`config.mk`:
```
export PLATFORM = sky130hd
export DESIGN_NAME = vec_operand_loader
export DESIGN_NICKNAME = d
export VERILOG_FILES = /design/src/rtl/vec_operand_loader.sv
export SDC_FILE = /design/constraint.sdc
export NUM_CORES = 1
export LEC_CHECK = 0
export ABC_AREA = 1
export CAP_MARGIN = 25
export CORE_ASPECT_RATIO = 1.25
export CORE_MARGIN = 2
export CORE_UTILIZATION = 45
export CTS_CLUSTER_DIAMETER = 50
export DETAILED_ROUTE_END_ITERATION = 16
export PLACE_DENSITY = 0.74
export REMOVE_ABC_BUFFERS = 1
export SETUP_SLACK_MARGIN = 0.3
export SLEW_MARGIN = 30
export SYNTH_ARGS = -nofsm -noshare
export SYNTH_HDL_FRONTEND = slang
export SYNTH_SLANG_ARGS = --single-unit
export TNS_END_PERCENT = 50
```
`constraint.sdc`:
```
create_clock -name clk -period 2.7 [get_ports clk]
set_input_delay 0.81 -clock clk [delete_from_list [all_inputs] [get_ports clk]]
set_output_delay 0.81 -clock clk [all_outputs]
set_load 0.01 [all_outputs]
```
`src/rtl/vec_operand_loader.sv`:
```
// Packs serial (x, k) element pairs into C-lane operand vectors, then holds them and drives
// the multiplier enable until the result arrives or a timeout occurs.
module vec_operand_loader #(
    parameter int unsigned C       = 8,
    parameter int unsigned W_X     = 8,
    parameter int unsigned W_K     = 8,
    parameter int unsigned TIMEOUT = 16
) (
    input  logic                     clk,
    input  logic                     rstn,
    input  logic                     s_valid,
    output logic                     s_ready,
    input  logic [W_X-1:0]           s_x,
    input  logic [W_K-1:0]           s_k,
    input  logic                     s_last,
    output logic [C*W_X-1:0]         x_vec,
    output logic [C*W_K-1:0]         k_vec,
    output logic                     mul_en,
    input  logic                     mul_valid,
    input  logic [W_X-1:0]           mul_y,
    output logic [W_X-1:0]           y_out,
    output logic                     y_valid,
    output logic [$clog2(C):0]       lanes_used,
    output logic                     err
);

    localparam int unsigned IW = (C > 1) ? $clog2(C) : 1;
    localparam int unsigned LW = $clog2(C) + 1;
    localparam int unsigned TW = $clog2(TIMEOUT) + 1;

    typedef enum logic [1:0] {StFill, StIssue, StDrain} state_e;

    state_e        state;
    logic [IW-1:0] idx;
    logic [TW-1:0] tcnt;

    always_ff @(posedge clk or negedge rstn) begin
        if (!rstn) begin
            state      <= StFill;
            idx        <= '0;
            tcnt       <= '0;
            s_ready    <= 1'b0;
            x_vec      <= '0;
            k_vec      <= '0;
            mul_en     <= 1'b0;
            y_out      <= '0;
            y_valid    <= 1'b0;
            lanes_used <= '0;
            err        <= 1'b0;
        end else begin
            y_valid <= 1'b0;
            unique case (state)
                StFill: begin
                    s_ready <= 1'b1;
                    mul_en  <= 1'b0;
                    if (s_valid && s_ready) begin
                        x_vec[idx*W_X +: W_X] <= s_x;
                        k_vec[idx*W_K +: W_K] <= s_k;
                        if (s_last || idx == IW'(C - 1)) begin
                            lanes_used <= LW'(idx) + LW'(1);
                            idx        <= '0;
                            tcnt       <= '0;
                            s_ready    <= 1'b0;
                            mul_en     <= 1'b1;
                            state      <= StIssue;
                        end else begin
                            idx <= idx + IW'(1);
                        end
                    end
                end
                StIssue: begin
                    if (mul_valid) begin
                        y_out   <= mul_y;
                        y_valid <= 1'b1;
                        mul_en  <= 1'b0;
                        state   <= StDrain;
                    end else if (tcnt == TW'(TIMEOUT - 1)) begin
                        err    <= 1'b1;
                        mul_en <= 1'b0;
                        state  <= StDrain;
                    end else begin
                        tcnt <= tcnt + TW'(1);
                    end
                end
                StDrain: begin
                    // Clearing here zero-pads whatever partial vector comes next.
                    x_vec   <= '0;
                    k_vec   <= '0;
                    s_ready <= 1'b1;
                    mul_en  <= 1'b0;
                    state   <= StFill;
                end
                default: state <= StFill;
            endcase
        end
    end

endmodule

```
# After elaboration in Yosys (flattened, before gate mapping)
# Cells that the tools add are included.
totals:
  regBits: 154
  output_inout_bits: 144
  elab_cells: 69
op_classes:
  bitwise_logic: 1
  n_eq_ne: 9
  n_shift: 3
  n_reduce_logical: 14
  addsub: 4
  muxes: 27
ops:
  columns: ["op", "n"]
  rows:
  - ["64-bit case mux with 2 select lines", 2]
  - ["64-bit bitwise mux", 2]
  - ["64-bit two-way mux", 2]
  - ["8-bit by 34-bit indexed part select with 64-bit output", 2]
  - ["8-bit by 34-bit variable shift with 64-bit output, first input constant", 1]
  - ["6-bit negator with 34-bit output", 1]
  - ["5-bit two-way mux", 4]
  - ["5-bit case mux with 2 select lines", 1]
  - ["3-bit AND reduction", 3]
  - ["1-bit two-way mux", 8]
  - ["2-bit two-way mux", 4]
  - ["2-bit inequality test, second input constant", 4]
  - ["2-bit AND reduction", 4]
  - ["5-bit by 1-bit adder with 5-bit output, second input constant", 1]
  - ["5-bit by 4-bit equality test with 1-bit output, second input constant", 1]
  - ["5-bit AND reduction", 1]
  - ["3-bit by 1-bit adder with 4-bit output, second input constant", 1]
  - ["2-bit case mux with 2 select lines", 1]
  - ["2-bit nonzero test", 2]
  - ["3-bit by 1-bit adder with 3-bit output, second input constant", 1]
  - ["3-bit equality test, second input constant", 1]
  - ["3-bit two-way mux", 1]
  - ["3-bit inequality test, second input constant", 1]
  - ["1-bit case mux with 3 select lines", 1]
  - ["8 further kinds", 8]

# Logic depth before layout (Yosys ltp)
logic_depth:
  ltp_word: 5
  ltp_mapped: 11
  mapped_depth_nobuf: 10

# Worst setup path after synthesis
# OpenSTA, ideal clock, no wires.
synth_path:
  path_type: "register to register"
  startpoint: "register idx[0]"
  endpoint: "register x_vec[37]"
  synth_period_minus_slack_ns: 2.108
  path_stages_with_launch: 10
  setup_slack_ns: 0.592
  path_buffers: 1
  arrival_time_ns: 1.990
  cell_sequence: "dfrtp_1 > inv_1 > ha_1 > ha_1 > inv_2 > a21oi_1 > nand3_2 > buf_2 > nand3_1 > nand2_1"
synth_between:
  elab_chain_cells: 5
  elab_cells_between_ends: 6
  classes_between: "1 x add/sub; 2 x shift; 3 x mux"
synth_rtl:
  columns: ["element", "line", "source"]
  rows:
  - ["start: declaration", "34", "logic [IW-1:0] idx;"]
  - ["start signal: assignment", "67", "idx <= idx + IW'(1);"]
  - ["6-bit negator with 34-bit output *", "57", "x_vec[idx*W_X +: W_X] <= s_x;"]
  - ["8-bit by 34-bit indexed part select with 64-bit output / 8-bit by 34-bit variable shift with 64-bit output (equally long branches)", "57", null]
  - ["64-bit bitwise mux *", "57", null]
  - ["64-bit two-way mux *", "56", "if (s_valid && s_ready) begin"]
  - ["64-bit case mux with 2 select lines *", "52", "unique case (state)"]
  - ["end signal: assignment", "43", "x_vec <= '0;"]
  - ["end signal: indexed assignment", "57", null]
  - ["end signal: assignment", "87", "x_vec <= '0;"]
  - ["end: declaration", "16", "output logic [C*W_X-1:0] x_vec,"]
# Mark *: on every way between the ends. The rest lies on a longest branch, timed or not. The select of a mux whose other input is x is not followed.
# A chain may end at the register's enable or synchronous reset.

# Worst setup path in the final report
layout_path:
  startpoint: "register k_vec[1]"
  endpoint: "output k_vec[1]"
layout_lines:
  columns: ["element", "line", "source"]
  rows:
  - ["start: declaration", "17", "output logic [C*W_K-1:0] k_vec,"]
  - ["start signal: indexed assignment", "58", "k_vec[idx*W_K +: W_K] <= s_k;"]
# No word-level cell between the ends.

==> flow_summary_export.csv <==
group,metric,value,unit
logic_synthesis,yosysTopAreaCellShare,0.539,
sta,post-route-period-util,0.814,
status,status,"completed",
place,portBuffers,172,
logic_synthesis,synth_area_per_cell,8.62,um^2
logic_synthesis,synth_edf_count,0,
power_and_ir_drop,power,8.61,mW
layout,syn2layout_area_growth,36.1,%
clocking,cts.path.max_buffers,2,
drt,wire_per_inst,16.8,um
min_path,hp-class,"primary input to async pin",
logic_synthesis,ys_types,32,
worst_setup_path,slowest_stage,"clkdlybuf4s50_1",
place,place_inst,1199,
logic_synthesis,synth_top_area_cell,"dfrtp_1",
sta,finClkSkew,5.77,ps
worst_setup_path,r2r_start,"idx[1]$_DFFE_PN0P_",
drt,wirelength,20600,um
worst_setup_path,cp_max_fo,2,
drt,first_pass_iters,5,
worst_setup_path,r2r_end,"k_vec[0]$_DFFE_PN0P_",
logic_synthesis,synth_area_leaders,"dfrtp_1, nand2_1, nand3_1",
floorplan,die_x,117,um
place,place_hpwl,15000,um
global_route,grt_pass1_vias,6203,
sta,tns,0,ps
logic_synthesis,synth.most_common_cell,"nand2_1",
sta,finalHoldViolCount,0,
worst_setup_path,path_class,"flip-flop to output port",
worst_setup_path,worstPathRequired,1890,ps
power_and_ir_drop,leakage,4.95,nW
drt,vias,6520,
global_route,grt_usage,0.252,
drt,postRouteAntennaNets,0,
sta,slew_headroom,0.636,
clocking,cts.sinks,154,
logic_synthesis,synthArstFlopShare,1.00,
sta,final_max_slew_viol_count,0,
global_route,grt_max_degree,59,
sta,rsz0062_at_grt,"no",
worst_setup_path,cp_top_family,"buffers and inverters",
sta,timing.hold.ws,365,ps
layout,fin_cells,1231,
sta,setup_viol,0,
drt,drt-initial-drc-count,698,
floorplan,dieArea,0.0169,mm^2
global_route,grt_pass1_wl,32700,um
sta,fmax,455,MHz
worst_setup_path,cp_data_arrival_time,1390,ps
clocking,insertion_delay,420,ps
layout,drive_gt1_frac,0.0873,
logic_synthesis,synthCells,829,
layout,layout.nets,1049,
clocking,path_clk_slew,60,ps
floorplan,boundaryPins,173,
worst_setup_path,critical_path.max_stage_delay,610,ps
sta,finalCriticalPeriod,2200,ps
clocking,cts.htree.levels,4,
logic_synthesis,synth_seq_cells,154,
worst_setup_path,cp_num_buf_inv,1,
worst_setup_path,r2r_cells,10,
worst_setup_path,r2r_slack,540,ps
floorplan,core-area,0.0156,mm^2
worst_setup_path,end_kind,"output port",
place,gp_congestion,0.897,
clocking,root_buffer,"clkbuf_16",
global_route,grt_overflow_total,0,
power_and_ir_drop,ir_drop,0.635,mV
floorplan,initial_core_util,0.459,
logic_synthesis,yosysSeqAreaShare,0.539,
power_and_ir_drop,power_density,886,mW/mm^2
logic_synthesis,yosys_most_used_dff,"dfrtp_1",
sta,tightest_slew,545,ps
drt,drc,0,
layout,antenna_cells,0,
floorplan,fp-row-count,51,
logic_synthesis,synthesis.area,0.00714,mm^2
floorplan,die_y,145,um
drt,vias_per_cell,5.30,
worst_setup_path,path_cells,"clkdlybuf4s50_1",
worst_setup_path,start_kind,"flip-flop",
logic_synthesis,synthTopCellsByCount,"nand2_1, nand3_1, dfrtp_1, nor2_1, inv_1",
logic_synthesis,synth-warning-count,0,
flow_run,cap_violations,0,
clocking,cts_buffers,17,
clocking,cts_tree,"built",
global_route,antenna_found_initial,0,
clocking,cts_hold_buffers,0,
how the worst max path moves through the flow:
stage / to / slack (ps) / startpoint / cells past startpoint
finish: k_vec[1] / 500 / k_vec[1]$_DFFE_PN0P_ / 1
global route: k_vec[0]$_DFFE_PN0P_ / 360 / idx[1]$_DFFE_PN0P_ / 10
CTS: k_vec[0]$_DFFE_PN0P_ / 310 / idx[1]$_DFFE_PN0P_ / 10
detailed placement: x_vec[40]$_DFFE_PN0P_ / 230 / s_valid / 8
global placement: x_vec[46]$_DFFE_PN0P_ / 290 / s_valid / 8
floorplan: k_vec[0]$_DFFE_PN0P_ / -1150 / s_valid / 6
sequential cells by signal, indices dropped and copies added (netlist names), 2 cells and up:
signal and count:
k_vec 64, x_vec 64, y_out 8, tcnt 5, lanes_used 4, idx 3
state 2
timing repair:
action	CTS	global route
resized for setup	0	5
setup endpoints to repair	0	44
buffers inserted	0	0
power breakdown:
group          switching [mW]  total [mW]  internal, mW
logic                    2.33        3.43          1.09
registers               0.193        2.77          2.58
clock network           0.921        2.41          1.49
cells in the final DEF (no fill, tap or decap), types with 6 or more instances in the layout:
cell and instances:
inv_1 44, buf_4 18, nand2_4 7, a21oi_1 6
nor2_4 9, clkdlybuf4s50_1 171, ha_1 14, clkbuf_16 17
nand3_1 191, dfrtp_1 154, o211ai_1 6, nor2_1 55
nand2_1 260, o21ai_0 14
metrics by stage:
stage	area (um^2)	util	worst slack [ps]
3_5_place_dp	9110	0.585	231
5_1_grt	9720	0.624	359
6_report	9720	0.624	503
3_3_place_gp	9110	0.585	294
2_1_floorplan	6900	-	-1150
4_1_cts	9710	0.624	305
final cells by class:
cell class,instances,area (um^2)
fill,1345,5850
sequential,154,3850
multi-input combinational,587,2870
timing repair buffer,194,1940
clock buffer,23,458
tap,212,265
inverter,52,199
clock inverter,9,139
cells by family after synthesis:
group,Yosys count,synth area share
fa+ha+maj,14,0.0245
simple gates,539,0.346
compound gates,33,0.0280
flops,154,0.539
xor+xnor,1,0.00123
buf+inv,88,0.0608
per-layer routing:
metal	wire length, um	up-vias	track usage
met5	0	-	0
met4	903	0	0.118
li1	-	3056	-
met3	1370	58	0.0621
met1	8040	3109	0.313
met2	10300	297	0.413
Power figures use the tool's default switching activity.
